File: src/rtl/fir_ctrl_pkg.sv
// Shared definitions for the FIR coefficient/sequencing controller.
// Holds the FSM state encoding, the schedule constants and the mapping from
// coefficient index k (1..12) to {bank, address} in the split SRAM banks.
package fir_ctrl_pkg;

    localparam int ADDR_W = 4;

    // Schedule constants, typed to the widths of the counters they are compared with.
    localparam logic [3:0] P_NUM_COEFF = 4'd12;  // coefficients per update
    localparam logic [4:0] P_ACC_CYC   = 5'd7;   // read/accumulate cycles per sample
    localparam logic [4:0] P_WIN_CYC   = 5'd20;  // cycles per sample window
    localparam logic [4:0] P_NEG_TAPS  = 5'd5;   // negative-bank taps read during ACC

    localparam logic [2:0] ST_IDLE = 3'd0;
    localparam logic [2:0] ST_LOAD = 3'd1;
    localparam logic [2:0] ST_WAIT = 3'd2;
    localparam logic [2:0] ST_ACC  = 3'd3;
    localparam logic [2:0] ST_SUM  = 3'd4;

    typedef struct packed {
        logic              neg;   // 1: negative bank, 0: positive bank
        logic [ADDR_W-1:0] addr;
    } bank_addr_t;

    // k 1..10 alternate pos/neg (odd -> pos (k+1)/2, even -> neg k/2);
    // the two extra taps 11 and 12 live at pos 6 and pos 7.
    function automatic bank_addr_t coeff_map(input logic [5:0] k);
        bank_addr_t r;
        r.neg  = 1'b0;
        r.addr = '0;
        if (k >= 6'd1 && k <= 6'd10) begin
            r.neg  = ~k[0];
            r.addr = k[4:1] + {3'b000, k[0]};
        end else if (k == 6'd11) begin
            r.addr = 4'd6;
        end else if (k == 6'd12) begin
            r.addr = 4'd7;
        end
        return r;
    endfunction

endpackage

File: src/rtl/fir_coeff_addr_map.sv
// Combinational coefficient index -> SRAM bank/address decoder.
// Ports:
//   k     in  6  coefficient index (1..12; other values decode to pos 0)
//   neg   out 1  1 when the coefficient lives in the negative bank
//   addr  out 4  address within the selected bank
module fir_coeff_addr_map
    import fir_ctrl_pkg::*;
(
    input  logic [5:0]        k,
    output logic              neg,
    output logic [ADDR_W-1:0] addr
);

    bank_addr_t map;

    always_comb begin
        map  = coeff_map(k);
        neg  = map.neg;
        addr = map.addr;
    end

endmodule

File: src/rtl/fir_coeff_ctrl.sv
// Sequencing controller for the reconfigurable FIR datapath.
// Loads a 12-coefficient set from a host (valid/ready) into the positive and
// negative coefficient SRAM banks, then runs the 20-cycle read/accumulate/sum
// schedule on every sample strobe. Host updates requested mid-window are held
// in a pending bit and serviced only once the window has completed.
// Ports:
//   iClk_12M, iRst            clock, synchronous active-high reset
//   iEnSample_600k            one-cycle sample strobe
//   iUpdReq                   one-cycle coefficient update request
//   iCfgValid/oCfgReady/iCfgData  host coefficient beat handshake
//   oCoeffiUpdateFlag         high while loading
//   oCsnRam/oWrnRam           SRAM chip select / write enable (active low)
//   oAddrRam_pos/_neg         bank addresses
//   oWrDtRam, oNumOfCoeff     write data and index of coefficient written
//   oCoeffValid               full coefficient set resident
//   oSumStrobe/oLoadDone/oOverrun  single-cycle event pulses
// All outputs are registered.
module fir_coeff_ctrl
    import fir_ctrl_pkg::*;
(
    input  logic              iClk_12M,
    input  logic              iRst,
    input  logic              iEnSample_600k,
    input  logic              iUpdReq,
    input  logic              iCfgValid,
    output logic              oCfgReady,
    input  logic [15:0]       iCfgData,
    output logic              oCoeffiUpdateFlag,
    output logic              oCsnRam,
    output logic              oWrnRam,
    output logic [ADDR_W-1:0] oAddrRam_pos,
    output logic [ADDR_W-1:0] oAddrRam_neg,
    output logic [15:0]       oWrDtRam,
    output logic [5:0]        oNumOfCoeff,
    output logic              oCoeffValid,
    output logic              oSumStrobe,
    output logic              oLoadDone,
    output logic              oOverrun
);

    logic [2:0] state_reg, state_next;
    logic [3:0] beat_cnt_reg, beat_cnt_next;
    logic [4:0] win_cnt_reg, win_cnt_next;   // 1..20 position within a window
    logic       pending_reg, pending_next;

    logic              cfg_ready_next, upd_flag_next, csn_next, wrn_next;
    logic [ADDR_W-1:0] pos_next, neg_next;
    logic [15:0]       wr_dt_next;
    logic [5:0]        num_next;
    logic              coeff_valid_next, sum_strobe_next, load_done_next, overrun_next;

    logic              accept;
    logic              win_last;
    logic [5:0]        beat_k;
    logic              map_neg;
    logic [ADDR_W-1:0] map_addr;

    assign accept   = (state_reg == ST_LOAD) && iCfgValid && oCfgReady;
    assign win_last = (state_reg == ST_SUM) && (win_cnt_reg == P_WIN_CYC);
    assign beat_k   = {2'b00, beat_cnt_reg} + 6'd1;

    fir_coeff_addr_map u_addr_map (
        .k    (beat_k),
        .neg  (map_neg),
        .addr (map_addr)
    );

    // Next-state, counters and event pulses
    always_comb begin
        state_next     = state_reg;
        beat_cnt_next  = beat_cnt_reg;
        win_cnt_next   = win_cnt_reg;
        pending_next   = pending_reg;
        overrun_next   = 1'b0;
        load_done_next = 1'b0;
        case (state_reg)
            ST_IDLE: begin
                // No coefficients resident: strobes are silently ignored.
                if (iUpdReq) begin
                    state_next    = ST_LOAD;
                    beat_cnt_next = '0;
                end
            end
            ST_LOAD: begin
                if (accept)
                    beat_cnt_next = beat_cnt_reg + 4'd1;
                if (iEnSample_600k)
                    overrun_next = 1'b1;
                // beat_cnt_reg reaches 12 in the cycle carrying the 12th write
                if (beat_cnt_reg == P_NUM_COEFF) begin
                    state_next     = ST_WAIT;
                    load_done_next = 1'b1;
                end
            end
            ST_WAIT: begin
                if (iEnSample_600k) begin
                    state_next   = ST_ACC;
                    win_cnt_next = 5'd1;
                    if (iUpdReq)
                        pending_next = 1'b1;
                end else if (iUpdReq) begin
                    state_next    = ST_LOAD;
                    beat_cnt_next = '0;
                end
            end
            ST_ACC, ST_SUM: begin
                if (iUpdReq)
                    pending_next = 1'b1;
                if (win_last) begin
                    // The final SUM cycle is the only point a new strobe or an update may start.
                    if (iEnSample_600k) begin
                        state_next   = ST_ACC;
                        win_cnt_next = 5'd1;
                    end else if (pending_reg || iUpdReq) begin
                        state_next    = ST_LOAD;
                        beat_cnt_next = '0;
                        pending_next  = 1'b0;
                    end else begin
                        state_next = ST_WAIT;
                    end
                end else begin
                    if (iEnSample_600k)
                        overrun_next = 1'b1;
                    win_cnt_next = win_cnt_reg + 5'd1;
                    state_next   = (win_cnt_next > P_ACC_CYC) ? ST_SUM : ST_ACC;
                end
            end
            default: state_next = ST_IDLE;
        endcase
    end

    // Output decode from the upcoming state so every output is registered
    always_comb begin
        cfg_ready_next   = 1'b0;
        upd_flag_next    = 1'b0;
        csn_next         = 1'b1;
        wrn_next         = 1'b1;
        pos_next         = '0;
        neg_next         = '0;
        wr_dt_next       = oWrDtRam;
        num_next         = oNumOfCoeff;
        coeff_valid_next = 1'b0;
        sum_strobe_next  = 1'b0;
        case (state_next)
            ST_LOAD: begin
                upd_flag_next  = 1'b1;
                cfg_ready_next = (beat_cnt_next != P_NUM_COEFF);
                if (accept) begin
                    csn_next   = 1'b0;
                    wrn_next   = 1'b0;
                    pos_next   = map_neg ? '0 : map_addr;
                    neg_next   = map_neg ? map_addr : '0;
                    wr_dt_next = iCfgData;
                    num_next   = beat_k;
                end
            end
            ST_WAIT: coeff_valid_next = 1'b1;
            ST_ACC: begin
                coeff_valid_next = 1'b1;
                csn_next         = 1'b0;
                pos_next         = win_cnt_next[ADDR_W-1:0];
                neg_next         = (win_cnt_next <= P_NEG_TAPS) ? win_cnt_next[ADDR_W-1:0] : '0;
            end
            ST_SUM: begin
                coeff_valid_next = 1'b1;
                sum_strobe_next  = (win_cnt_next == P_WIN_CYC);
            end
            default: ;
        endcase
    end

    always_ff @(posedge iClk_12M) begin
        if (iRst) begin
            state_reg         <= ST_IDLE;
            beat_cnt_reg      <= '0;
            win_cnt_reg       <= '0;
            pending_reg       <= 1'b0;
            oCfgReady         <= 1'b0;
            oCoeffiUpdateFlag <= 1'b0;
            oCsnRam           <= 1'b1;
            oWrnRam           <= 1'b1;
            oAddrRam_pos      <= '0;
            oAddrRam_neg      <= '0;
            oWrDtRam          <= '0;
            oNumOfCoeff       <= '0;
            oCoeffValid       <= 1'b0;
            oSumStrobe        <= 1'b0;
            oLoadDone         <= 1'b0;
            oOverrun          <= 1'b0;
        end else begin
            state_reg         <= state_next;
            beat_cnt_reg      <= beat_cnt_next;
            win_cnt_reg       <= win_cnt_next;
            pending_reg       <= pending_next;
            oCfgReady         <= cfg_ready_next;
            oCoeffiUpdateFlag <= upd_flag_next;
            oCsnRam           <= csn_next;
            oWrnRam           <= wrn_next;
            oAddrRam_pos      <= pos_next;
            oAddrRam_neg      <= neg_next;
            oWrDtRam          <= wr_dt_next;
            oNumOfCoeff       <= num_next;
            oCoeffValid       <= coeff_valid_next;
            oSumStrobe        <= sum_strobe_next;
            oLoadDone         <= load_done_next;
            oOverrun          <= overrun_next;
        end
    end

endmodule

File: config.mk
export PLATFORM = sky130hd
export DESIGN_NAME = fir_coeff_ctrl
export DESIGN_NICKNAME = d
export VERILOG_FILES = /design/src/rtl/fir_ctrl_pkg.sv /design/src/rtl/fir_coeff_addr_map.sv /design/src/rtl/fir_coeff_ctrl.sv
export SDC_FILE = /design/constraint.sdc
export NUM_CORES = 1
export LEC_CHECK = 0
export CORE_ASPECT_RATIO = 0.7
export CORE_MARGIN = 1
export CORE_UTILIZATION = 54
export DETAILED_ROUTE_END_ITERATION = 12
export PLACE_DENSITY = 0.85
export SYNTH_ARGS = -nofsm -noshare
export SYNTH_HDL_FRONTEND = slang
export SYNTH_SLANG_ARGS = --single-unit
File: constraint.sdc
create_clock -name iClk_12M -period 3.9 [get_ports iClk_12M]
set_input_delay 1.17 -clock iClk_12M [delete_from_list [all_inputs] [get_ports iClk_12M]]
set_output_delay 1.17 -clock iClk_12M [all_outputs]
set_load 0.1 [all_outputs]
* Yosys cells after proc, flatten, opt, wreduce, memory -nomap -nowiden
Cells that the tools add are included.
** Operators by class
- Add/subtract/negate cells :: 4
- $lt $le $gt $ge :: 4
- Equality and inequality tests :: 15
- Multiplexer cells :: 43
- Bitwise logic cells :: 4
- Reduce and logical (&&, ||, !) cells :: 14
** Operators by type and width (number)
- $mux 4 :: 13
- $mux 3 :: 6
- $pmux 4 s2 :: 2
- $pmux 4 s4 :: 1
- $eq 3x2->1 const B :: 4
- $mux 1 :: 12
- $pmux 3 s4 :: 1
- $eq 5x4->1 const B :: 2
- $eq 5x5->1 const B :: 2
- $mux 5 :: 2
- $pmux 5 s2 :: 1
- $reduce_or 2->1 :: 4
- $eq 3x1->1 const B :: 2
- $eq 3x3->1 const B :: 2
- $pmux 1 s2 :: 3
- $add 4x1->5 const B :: 1
- $add 5x1->5 const B :: 1
- $ge 5x1->1 const B :: 1
- $gt 5x3->1 const B :: 1
- $le 5x3->1 const B :: 1
- $le 5x4->1 const B :: 1
- $add 4x1->4 :: 1
- $add 4x1->4 const B :: 1
- $eq 4x4->1 const B :: 1
- 10 further kinds :: 18
** Word-level totals
- Register bits after elaboration :: 51
- Input port bits :: 21

* Depth between registers and ports, before layout
Gate-level depths: netlist of the first run.
- Depth in word-level cells :: 8
- Mapped depth :: 10

* Cells and area by module
Synthesis of the first run repeated with hierarchy kept, for this count alone.
** Unflattened totals
- Cells, all modules :: 312
- Area total of the unflattened synthesis :: 2544.9 µm²
** Modules (own cells, without submodules)
- fir_coeff_ctrl :: times used 1, cells an instance 291, area an instance 2359.8 µm², seq. area each 1001.0 µm²
- fir_coeff_addr_map :: times used 1, cells an instance 21, area an instance 185.2 µm², seq. area each 0.0 µm²

* Worst setup path after synthesis of the first run
No wires, ideal clock.
- Path type :: input to register
- From :: in iEnSample_600k
- To :: reg oWrDtRam[4]
- Data arrival time :: 2454 ps
- Data required time :: 3772 ps
- Path slack :: 1318 ps
- Cell stages on the path :: 6
- Path through :: clkbuf_1 o41a_4 o211ai_2 buf_6 mux2i_1 nor2_1
** On the way
- Longest elaborated chain between the ends :: 5
- Elaborated cells on any way between the ends :: 6
- Those cells by class :: eq/ne: 1; mux: 4; reduce/logical: 1
** Ends and longest elaborated chain
- from (decl) :: RTL line fir_coeff_ctrl.sv:23 : input logic iEnSample_600k,
- $mux 2 :: RTL line fir_coeff_ctrl.sv:111 : if (iEnSample_600k) begin
- $mux 3 :: RTL line fir_coeff_ctrl.sv:109 : if (win_last) begin
- $pmux 3 s4 * :: RTL line fir_coeff_ctrl.sv:76 : case (state_reg)
- $eq 3x1->1 * :: RTL line fir_coeff_ctrl.sv:144 : case (state_next)
- $reduce_and 2->1 (no source line) *
- to (signal assigned) :: RTL line fir_coeff_ctrl.sv:201 : oWrDtRam <= wr_dt_next;
- to (decl) :: RTL line fir_coeff_ctrl.sv:33 : output logic [15:0] oWrDtRam,
Every way passes the cells marked *; elsewhere a longest branch is shown, timed or not.
A chain may end at the register's enable or synchronous reset.

* Worst setup path in the final report of the first run
- From :: reg oWrDtRam[15]
- To :: out oWrDtRam[15]
No word-level cell between the ends.

==> metrics.md, run 1 <==
| Metric | Value |
|---|---|
| Final antenna-violating net count | 0 |
| Number of buffers between clock root and the deepest sink | 2 |
| Final weighted congestion in routability-driven placement | 0.911 |
| Largest net degree at the start of global routing | 28 |
| Delay of the slowest critical-path stage | 1140 ps |
| Number of H-tree levels | 2 |
| Vias | 2363 |
| Residual DRC count | 0 |
| Gate Count Post-Synth | 302 |
| Tcrit/Tclk final | 0.762 |
| Worst min-delay path class | reg2reg |
| Number of setup violations in the final report | 0 |
| Logic pwr share | 0.122 |
| Hpwl dp | 4490 µm |
| I/O pin cnt | 59 |
| Leftover overflow at the end of global routing | 0 |
| Arrival time of the worst setup path | 1800 ps |
| Clk slew on worst S/H paths | 90 ps |
| Slew Viols, Final | 0 |
| Yosys reg bits | 50 |
| Post-CTS setup-driven buffer insertion count | 0 |
| Chip Width | 85.7 µm |
| Final core utilization | 0.733 |
| Leakage power summed over all cells | 1.41 nW |
| Number of antenna violations at the first check in global routing | 0 |
| EDFF count, synth | 0 |
| Core region area | 4530 µm² |
| Minimum clock period after layout | 2970 ps |
| Post-cts resize count | 0 |
| CTS hold repair buffers | 0 |
| Number of vias per cell | 5.65 |
| Register area share after synthesis | 0.378 |
| Number of library cell types mapped by synthesis | 60 |
| Net switching component of the power | 0.260 mW |
| Count of buffering cells on the critical path with inverters included | 1 |
| CTS root buffer | clkbuf_8 |
| Standard-cell rows | 20 |
| Crit end category | primary output |
| Final Hold Viols | 0 |
| Routed wire length per instance | 15.1 µm |
| Maximum resistive drop on vdd | 0.208 mV |
| Clock network latency to the later pin of the worst-skew pair | 310 ps |
| Setup repair after global routing missed its margin | no |
| Most frequent standard cell in the layout excluding fill and tap cells | clkdlybuf4s50_1 |
| Pint | 0.750 mW |
| Post-synth ARST share | 0 |
| Post-route setup TNS | 0 ps |
| Via count of the first global-routing pass | 2110 |
| Worst Clk Skew | 3.55 ps |
| DRT iter0 DRCs | 183 |
| Port Buf Inserts | 57 |
| Effective utilization at floorplan | 0.585 |
| Most used cells in the layout excluding fill and tap cells | 55 x clkdlybuf4s50_1, 50 x dfxtp_1, 46 x nor2_1 |
| DIE AREA | 5190 µm² |
| Critical Path Fanout Max | 2 |
| Max-capacitance violation count | 0 |
| Leading register cell type out of synthesis | dfxtp_1 |
| Fraction of final layout cells sized beyond drive strength 1 | 0.0625 |
| Achievable frequency | 336 MHz |
| First-pass iteration count of the detailed router | 6 |
| Switch share | 0.258 |
| Antenna diode instance count | 0 |
| GRT Total Usage | 0.258 |
| Post-Synthesis Mean Instance Area | 8.77 µm² |
| Worst setup path category | reg2out |
| First-pass GRT wire length | 10200 µm |
| Yosys Warn Count | 0 |
| Worst path cell trace | clkdlybuf4s50_1 |
| Top delay family on crit path | buffers and inverters |
| Largest register FFs | 16 |
| Number of buffers created by CTS | 5 |
| Run status | complete, no violations |
| Die Height | 60.6 µm |
| WL final | 6320 µm |
| Instance area after placement | 3210 µm² |
| Seq pwr share | 0.518 |
| Cell area after layout | 3320 µm² |
| Worst-Margin Slew | 980 ps |
| Required time at the worst-slack endpoint | 2730 ps |
| Relative contribution of the clock network to total power | 0.360 |
| Area growth, synth to finish | 25.3% |
| Final nets | 380 |
| Power per cell area | 304 nW/µm² |
| Worst max-slew margin expressed relative to the limit | 0.345 |
| Cell area after synthesis | 2650 µm² |
| Startpoint Class | flip-flop |
| CTS Sinks | 50 |
| CTS tree | done |
| Max stage delay cell, worst path | clkdlybuf4s50_1 |
cell families after synthesis:
logic type / after synthesis / synth area share
xor gates and xnor gates: 5 / 0.0165
buffers and inverters: 29 / 0.0557
other: 1 / 0.00142
muxes: 24 / 0.0907
and+or+nand+nor: 114 / 0.225
AOI/OAI and AO/OA: 71 / 0.195
DFF: 50 / 0.378
adders and majority gates: 8 / 0.0378
stage by stage:
stage                     power, mW  std cells  setup WS [ps]  hold WS [ps]
after floorplan               0.618        304           1320           470
after global placement        0.656        410            761           476
after detailed placement      0.657        410            727           487
after CTS                      1.02        418            910           510
after global routing           1.05        418            841           531
final                          1.01        418            927           504
cell usage after synthesis (4+ instances only):
cell / instances / area (µm²)
inv_1: 9 / 33.8
o21a_1: 5 / 37.5
nand3_1: 6 / 30.0
a21oi_1: 17 / 85.1
nand2b_1: 6 / 37.5
mux2i_1: 24 / 240
o21ai_0: 10 / 50.1
nand2_1: 18 / 67.6
nor3_1: 5 / 25.0
buf_2: 4 / 20.0
xor2_1: 4 / 35.0
and3_1: 4 / 25.0
clkbuf_1: 9 / 33.8
dfxtp_1: 50 / 1000
nor2_1: 46 / 173
a22oi_1: 6 / 45.0
ha_1: 8 / 100
area by class of cell:
type | instances | area (µm²)
clock buffer | 6 | 72.6
clock inverter | 2 | 37.5
fill | 330 | 1210
inverter | 10 | 37.5
multi-input combinational | 225 | 1510
sequential | 50 | 1000
tap | 66 | 82.6
timing repair buffer | 59 | 581
path summary, 6_finish.rpt:
path | to | cells after the start | slack (ps) | startpoint
worst min register to register | oWrDtRam[6] | 2 | 500 | oWrDtRam[6]
worst max register to register | oAddrRam_pos[0] | 8 | 1090 | beat_cnt_reg[0]
worst max-delay path | oWrDtRam[15] | 1 | 930 | oWrDtRam[15]
worst min-delay path | oWrDtRam[6] | 2 | 500 | oWrDtRam[6]
layer usage:
layer  track usage  wire length [µm]  vias to the layer above
li1              -                 -                     1167
met1         0.384              3110                     1077
met2         0.361              2570                      115
met3        0.0762               601                        4
met4        0.0690                39                        0
met5             0                 0                        -
power groups by stage:
stage               logic, mW  clock network [mW]  registers [mW]
floorplan              0.0432                   0           0.574
global placement        0.121                   0           0.535
detailed placement      0.122                   0           0.535
CTS                     0.123               0.374           0.524
global route            0.130               0.399           0.525
finish                  0.123               0.364           0.523
Power figures use the tool's default switching activity.
==> run 2: changes to the inputs <==
Settings changed: CORE_UTILIZATION 54 to 46, PLACE_DENSITY 0.85 to 0.77.
Clock period 3.9 ns to 2.65 ns, I/O delays scaled along.
==> metrics.md, run 2 (same netlist as run 1, synthesis figures left out) <==
| Metric | Value |
|---|---|
| Max stage delay cell, worst path | clkdlybuf4s50_1 |
| Setup repair after global routing missed its margin | no |
| I/O pin cnt | 59 (unchanged) |
| Run status | complete, no violations |
| Met3 layer wire length in the routed design | 428 µm (-29%) |
| Slew Viols, Final | 0 (unchanged) |
| Routed wire length per instance | 14.6 µm (-3.1%) |
| Area growth, synth to finish | 28.4% |
| Core region area | 5400 µm² (+19%) |
| Most used cells in the layout excluding fill and tap cells | 55 x buf_4, 50 x dfxtp_1, 46 x nor2_1 |
| Number of vias per cell | 5.48 (-3.1%) |
| Final nets | 398 (+4.7%) |
| CTS tree | done |
| Final Hold Viols | 0 (unchanged) |
| WL final | 6470 µm (+2.4%) |
| Crit end category | flip-flop |
| Worst path cell trace | clkdlybuf4s50_1, o21ai_0, or2_2, and2_1, a21boi_0, a21oi_1, o21a_1 |
| Worst-Margin Slew | 518 ps (-462 ps) |
| Worst max-slew margin expressed relative to the limit | 0.655 (+0.310) |
| Maximum resistive drop on vdd | 0.294 mV (+41%) |
| Total length of routed met2 wires | 2670 µm (+4.1%) |
| Minimum clock period after layout | 2430 ps |
| Chip Width | 92.7 µm (+8.1%) |
| Highest metal layer with signal wires | met4 |
| DIE AREA | 6070 µm² (+17%) |
| FILL cells | 466 (+41%) |
| Startpoint Class | input port |
| GRT Total Usage | 0.226 (-0.0315) |
| Vias | 2420 (+2.4%) |
| Number of H-tree levels | 2 (unchanged) |
| CTS Sinks | 50 (unchanged) |
| Switch share | 0.261 (+0.00359) |
| Relative contribution of the clock network to total power | 0.362 (+0.002) |
| Non-filler instance count after layout | 442 (+5.7%) |
| Most frequent standard cell in the layout excluding fill and tap cells | buf_4 |
| Worst Clk Skew | 10.2 ps (+6.63 ps) |
| First-pass GRT wire length | 10800 µm (+5.3%) |
| Worst min-delay path class | reg2reg |
| Die Height | 65.5 µm (+8.1%) |
| Largest net degree at the start of global routing | 31 (+11%) |
| Hpwl dp | 4860 µm (+8.2%) |
| Number of cells in the design after placement | 434 (+5.9%) |
| Leakage power summed over all cells | 1.58 nW (+12%) |
| Post-CTS setup-driven buffer insertion count | 0 (unchanged) |
| Seq pwr share | 0.510 (-0.008) |
| Worst setup path category | in2reg |
| DRT iter0 DRCs | 200 (+9.3%) |
| Port Buf Inserts | 57 (unchanged) |
| Leftover overflow at the end of global routing | 0 (unchanged) |
| Achievable frequency | 411 MHz |
| Delay of the slowest critical-path stage | 620 ps (-520 ps) |
| Via count of the first global-routing pass | 2205 (+4.5%) |
| Post-layout worst setup margin | 215 ps (-712 ps) |
| CTS hold repair buffers | 0 (unchanged) |
| Standard-cell rows | 22 (+10%) |
| Post-cts resize count | 0 (unchanged) |
| Final weighted congestion in routability-driven placement | 0.880 (-3.5%) |
| Antenna diode instance count | 0 (unchanged) |
| Largest register FFs | 16 (unchanged) |
| Final core utilization | 0.631 (-0.102) |
| Number of buffers between clock root and the deepest sink | 2 (unchanged) |
| Arrival time of the worst setup path | 2640 ps (+840 ps) |
| Minimum setup slack after placement | -54.8 ps (-782 ps) |
| Logic pwr share | 0.128 (+0.006) |
| Final antenna-violating net count | 0 (unchanged) |
| Clk slew on worst S/H paths | 90 ps (about the same) |
| Number of buffers created by CTS | 5 (unchanged) |
| Tcrit/Tclk final | 0.919 |
| Post-route setup TNS | 0 ps (unchanged) |
| Residual DRC count | 0 (unchanged) |
| Power per cell area | 443 nW/µm² (+45%) |
| Pint | 1.11 mW (+48%) |
| Fraction of final layout cells sized beyond drive strength 1 | 0.205 (+0.143) |
| Max-capacitance violation count | 0 (unchanged) |
| Net switching component of the power | 0.393 mW (+51%) |
| Number of antenna violations at the first check in global routing | 0 (unchanged) |
| First-pass iteration count of the detailed router | 4 (-2) |
| Critical Path Fanout Max | 8 (+6) |
| Number of setup violations in the final report | 0 (unchanged) |
| Effective utilization at floorplan | 0.491 (-0.0939) |
| M1 WL | 3340 µm (+7.2%) |
| Clock network latency to the later pin of the worst-skew pair | 300 ps (about the same) |
| CTS root buffer | clkbuf_8 |
| Required time at the worst-slack endpoint | 2860 ps (+130 ps) |
## run 2: metrics by stage
stage | cell area (µm²) | power [mW] | hold WS, ps
2_1_floorplan | 2660 | 0.909 | 470
3_5_place_dp | 3290 | 0.978 | 486
6_report | 3400 | 1.51 | 500
3_3_place_gp | 3290 | 0.977 | 479
5_1_grt | 3400 | 1.57 | 547
4_1_cts | 3400 | 1.51 | 507
## run 2: critical path: cells and delay by family
family          cells  cell delay (ps)
compound gates      4              710
buf+inv             1              620
simple gates        2              520
## run 2: power by group through the flow
stage          clock network [mW]  registers [mW]  logic, mW
2_1_floorplan                   0           0.845     0.0635
3_3_place_gp                    0           0.786      0.190
3_5_place_dp                    0           0.786      0.191
4_1_cts                     0.553           0.769      0.192
5_1_grt                     0.592           0.771      0.203
6_report                    0.545           0.769      0.192
## run 2: area by class of cell
type,instances,area [µm²],area share
multi-input combinational,225,1510,0.443
sequential,50,1000,0.294
timing repair buffer,77,653,0.192
tap,72,90.1,0.0265
clock buffer,5,68.8,0.0202
clock inverter,3,43.8,0.0129
inverter,10,37.5,0.0110
## run 2: final timing paths
kind	cells past startpoint	endpoint	from	slack, ps
setup reg to reg	8	oAddrRam_pos[0]	win_cnt_reg[0]	260
setup / recovery	7	oAddrRam_pos[1]	iEnSample_600k	220
hold / removal	2	oNumOfCoeff[4]	oNumOfCoeff[4]	500
hold reg to reg	2	oNumOfCoeff[4]	oNumOfCoeff[4]	500
## run 2: layer usage
metal,up-vias,track usage
li1,1200,-
met1,1140,0.349
met2,76,0.326
met3,4,0.0324
met4,0,0.0577
met5,-,0
==> run 3: changes to the inputs <==
Settings changed: CORE_UTILIZATION 46 to 50, PLACE_DENSITY 0.77 to 0.79.
Clock period 2.65 ns to 2.7 ns, I/O delays scaled along.
==> metrics.md, run 3 (same netlist as run 1, synthesis figures left out) <==
| Metric | Value |
|---|---|
| Post-route setup TNS | 0 ps (unchanged) |
| WL final | 6500 µm (+0.36%) |
| Most used cells in the layout excluding fill and tap cells | 54 x buf_4, 50 x dfxtp_1, 46 x nor2_1 |
| Number of setup violations in the final report | 0 (unchanged) |
| DIE AREA | 5600 µm² (-7.8%) |
| Max-capacitance violation count | 0 (unchanged) |
| Worst-Margin Slew | 522 ps (+4.45 ps) |
| Leakage power summed over all cells | 1.56 nW (-1.4%) |
| Worst min-delay path class | reg2reg |
| Setup repair after global routing missed its margin | no |
| Area growth, synth to finish | 27.2% |
| Largest net degree at the start of global routing | 22 (-29%) |
| Power per cell area | 433 nW/µm² (-2.1%) |
| Standard-cell rows | 21 (-4.5%) |
| First-pass iteration count of the detailed router | 4 (unchanged) |
| Largest register FFs | 16 (unchanged) |
| Port Buf Inserts | 57 (unchanged) |
| R2R setup slack | 310 ps (+50 ps) |
| I/O pin cnt | 59 (unchanged) |
| GRT Total Usage | 0.246 (+0.0201) |
| Final core utilization | 0.682 (+0.0513) |
| Chip Width | 89.0 µm (-4.0%) |
| Critical Path Fanout Max | 21 (+13) |
| Via count of the first global-routing pass | 2247 (+1.9%) |
| Worst setup path category | in2reg |
| Vias | 2408 (-0.50%) |
| Final Hold Viols | 0 (unchanged) |
| Core region area | 4940 µm² (-8.4%) |
| Post-layout worst setup margin | 221 ps (+5.62 ps) |
| CTS hold repair buffers | 0 (unchanged) |
| CTS root buffer | clkbuf_8 |
| Run status | complete, no violations |
| DRT iter0 DRCs | 133 (-34%) |
| Fraction of final layout cells sized beyond drive strength 1 | 0.198 (-0.00704) |
| CTS Sinks | 50 (unchanged) |
| Arrival time of the worst setup path | 2670 ps (+30 ps) |
| Worst Clk Skew | 6.58 ps (-3.60 ps) |
| FILL cells | 412 (-12%) |
| Minimum clock period after layout | 2480 ps |
| Most frequent standard cell in the layout excluding fill and tap cells | buf_4 |
| Slew Viols, Final | 0 (unchanged) |
| Final nets | 396 (-0.50%) |
| Residual DRC count | 0 (unchanged) |
| Final weighted congestion in routability-driven placement | 0.906 (+3.0%) |
| Number of antenna violations at the first check in global routing | 0 (unchanged) |
| CTS tree | done |
| Required time at the worst-slack endpoint | 2890 ps (+30 ps) |
| Maximum resistive drop on vdd | 0.213 mV (-27%) |
| Minimum setup slack after placement | -56.7 ps (-1.82 ps) |
| Antenna diode instance count | 0 (unchanged) |
| Leftover overflow at the end of global routing | 0 (unchanged) |
| Number of buffers between clock root and the deepest sink | 2 (unchanged) |
| Total power after layout | 1.46 mW (-3.1%) |
| Final antenna-violating net count | 0 (unchanged) |
| Worst max-slew margin expressed relative to the limit | 0.652 (-0.00297) |
| Startpoint Class | input port |
| Hpwl dp | 4800 µm (-1.3%) |
| Post-cts resize count | 0 (unchanged) |
| Die Height | 62.9 µm (-4.0%) |
| Tcrit/Tclk final | 0.918 |
| Post-CTS setup-driven buffer insertion count | 0 (unchanged) |
| First-pass GRT wire length | 10800 µm (-0.12%) |
| Number of vias per cell | 5.51 (+0.64%) |
| Clock network latency to the later pin of the worst-skew pair | 290 ps (about the same) |
| Effective utilization at floorplan | 0.536 (+0.0453) |
| Hold depth | 2 (unchanged) |
| Number of H-tree levels | 2 (unchanged) |
| Number of buffers created by CTS | 5 (unchanged) |
| Routed wire length per instance | 14.9 µm (+1.5%) |
| Worst Reg-to-Reg Cells | 9 (+1) |
| Clk slew on worst S/H paths | 90 ps (about the same) |
| Crit end category | flip-flop |
| Achievable frequency | 403 MHz |
==> run 3: cell types whose count changed in the layout (fill, tap and decap cells not counted), sizes merged <==
cell | before | now
buf | 57 | 55
clkbuf | 5 | 6
clkinv | 1 | 0
clkinvlp | 0 | 1
inv | 11 | 10
==> run 3: area by class of cell <==
type                       count  area [µm²]  share of cell area
clock buffer                   6        72.6              0.0215
sequential                    50        1000               0.297
clock inverter                 2        37.5              0.0111
timing repair buffer          75         626               0.186
multi-input combinational    225        1510               0.448
inverter                      10        37.5              0.0111
tap                           69        86.3              0.0256
==> run 3: metal layers <==
layer / global-route usage / wire length [µm] / vias up / part of all wire
met5: 0 / 0 / - / 0
met4: 0.0536 / 35 / 0 / 0.0054
met3: 0.0528 / 512 / 2 / 0.079
met2: 0.345 / 2630 / 92 / 0.40
met1: 0.381 / 3320 / 1114 / 0.51
li1: - / - / 1200 / -
==> run 3: worst max-delay path: stages <==
cell	delay [ps]
clkdlybuf4s50_1	550
a21o_1	250
nand2_1	50
o21ai_0	180
o211ai_2	300
buf_12	230
mux2i_1	240
nor2_1	60
==> run 3: path summary, 6_finish.rpt <==
path / startpoint / endpoint
min reg2reg: oNumOfCoeff[4] / oNumOfCoeff[4]
max: iEnSample_600k / oNumOfCoeff[3]
min: oNumOfCoeff[4] / oNumOfCoeff[4]
max reg2reg: win_cnt_reg[0] / oNumOfCoeff[3]
==> run 3: stage by stage <==
stage,std cells,hold WS [ps],area (µm²)
2_1_floorplan,304,470,2660
3_3_place_gp,429,477,3260
3_5_place_dp,429,486,3260
4_1_cts,437,513,3370
5_1_grt,437,534,3370
6_report,437,503,3370
==> run 3: report_power, final <==
| part | internal [mW] | switching (mW) | total (mW) |
|---|---|---|---|
| logic | 0.0651 | 0.122 | 0.187 |
| clock network | 0.277 | 0.241 | 0.518 |
| registers | 0.747 | 0.00807 | 0.755 |
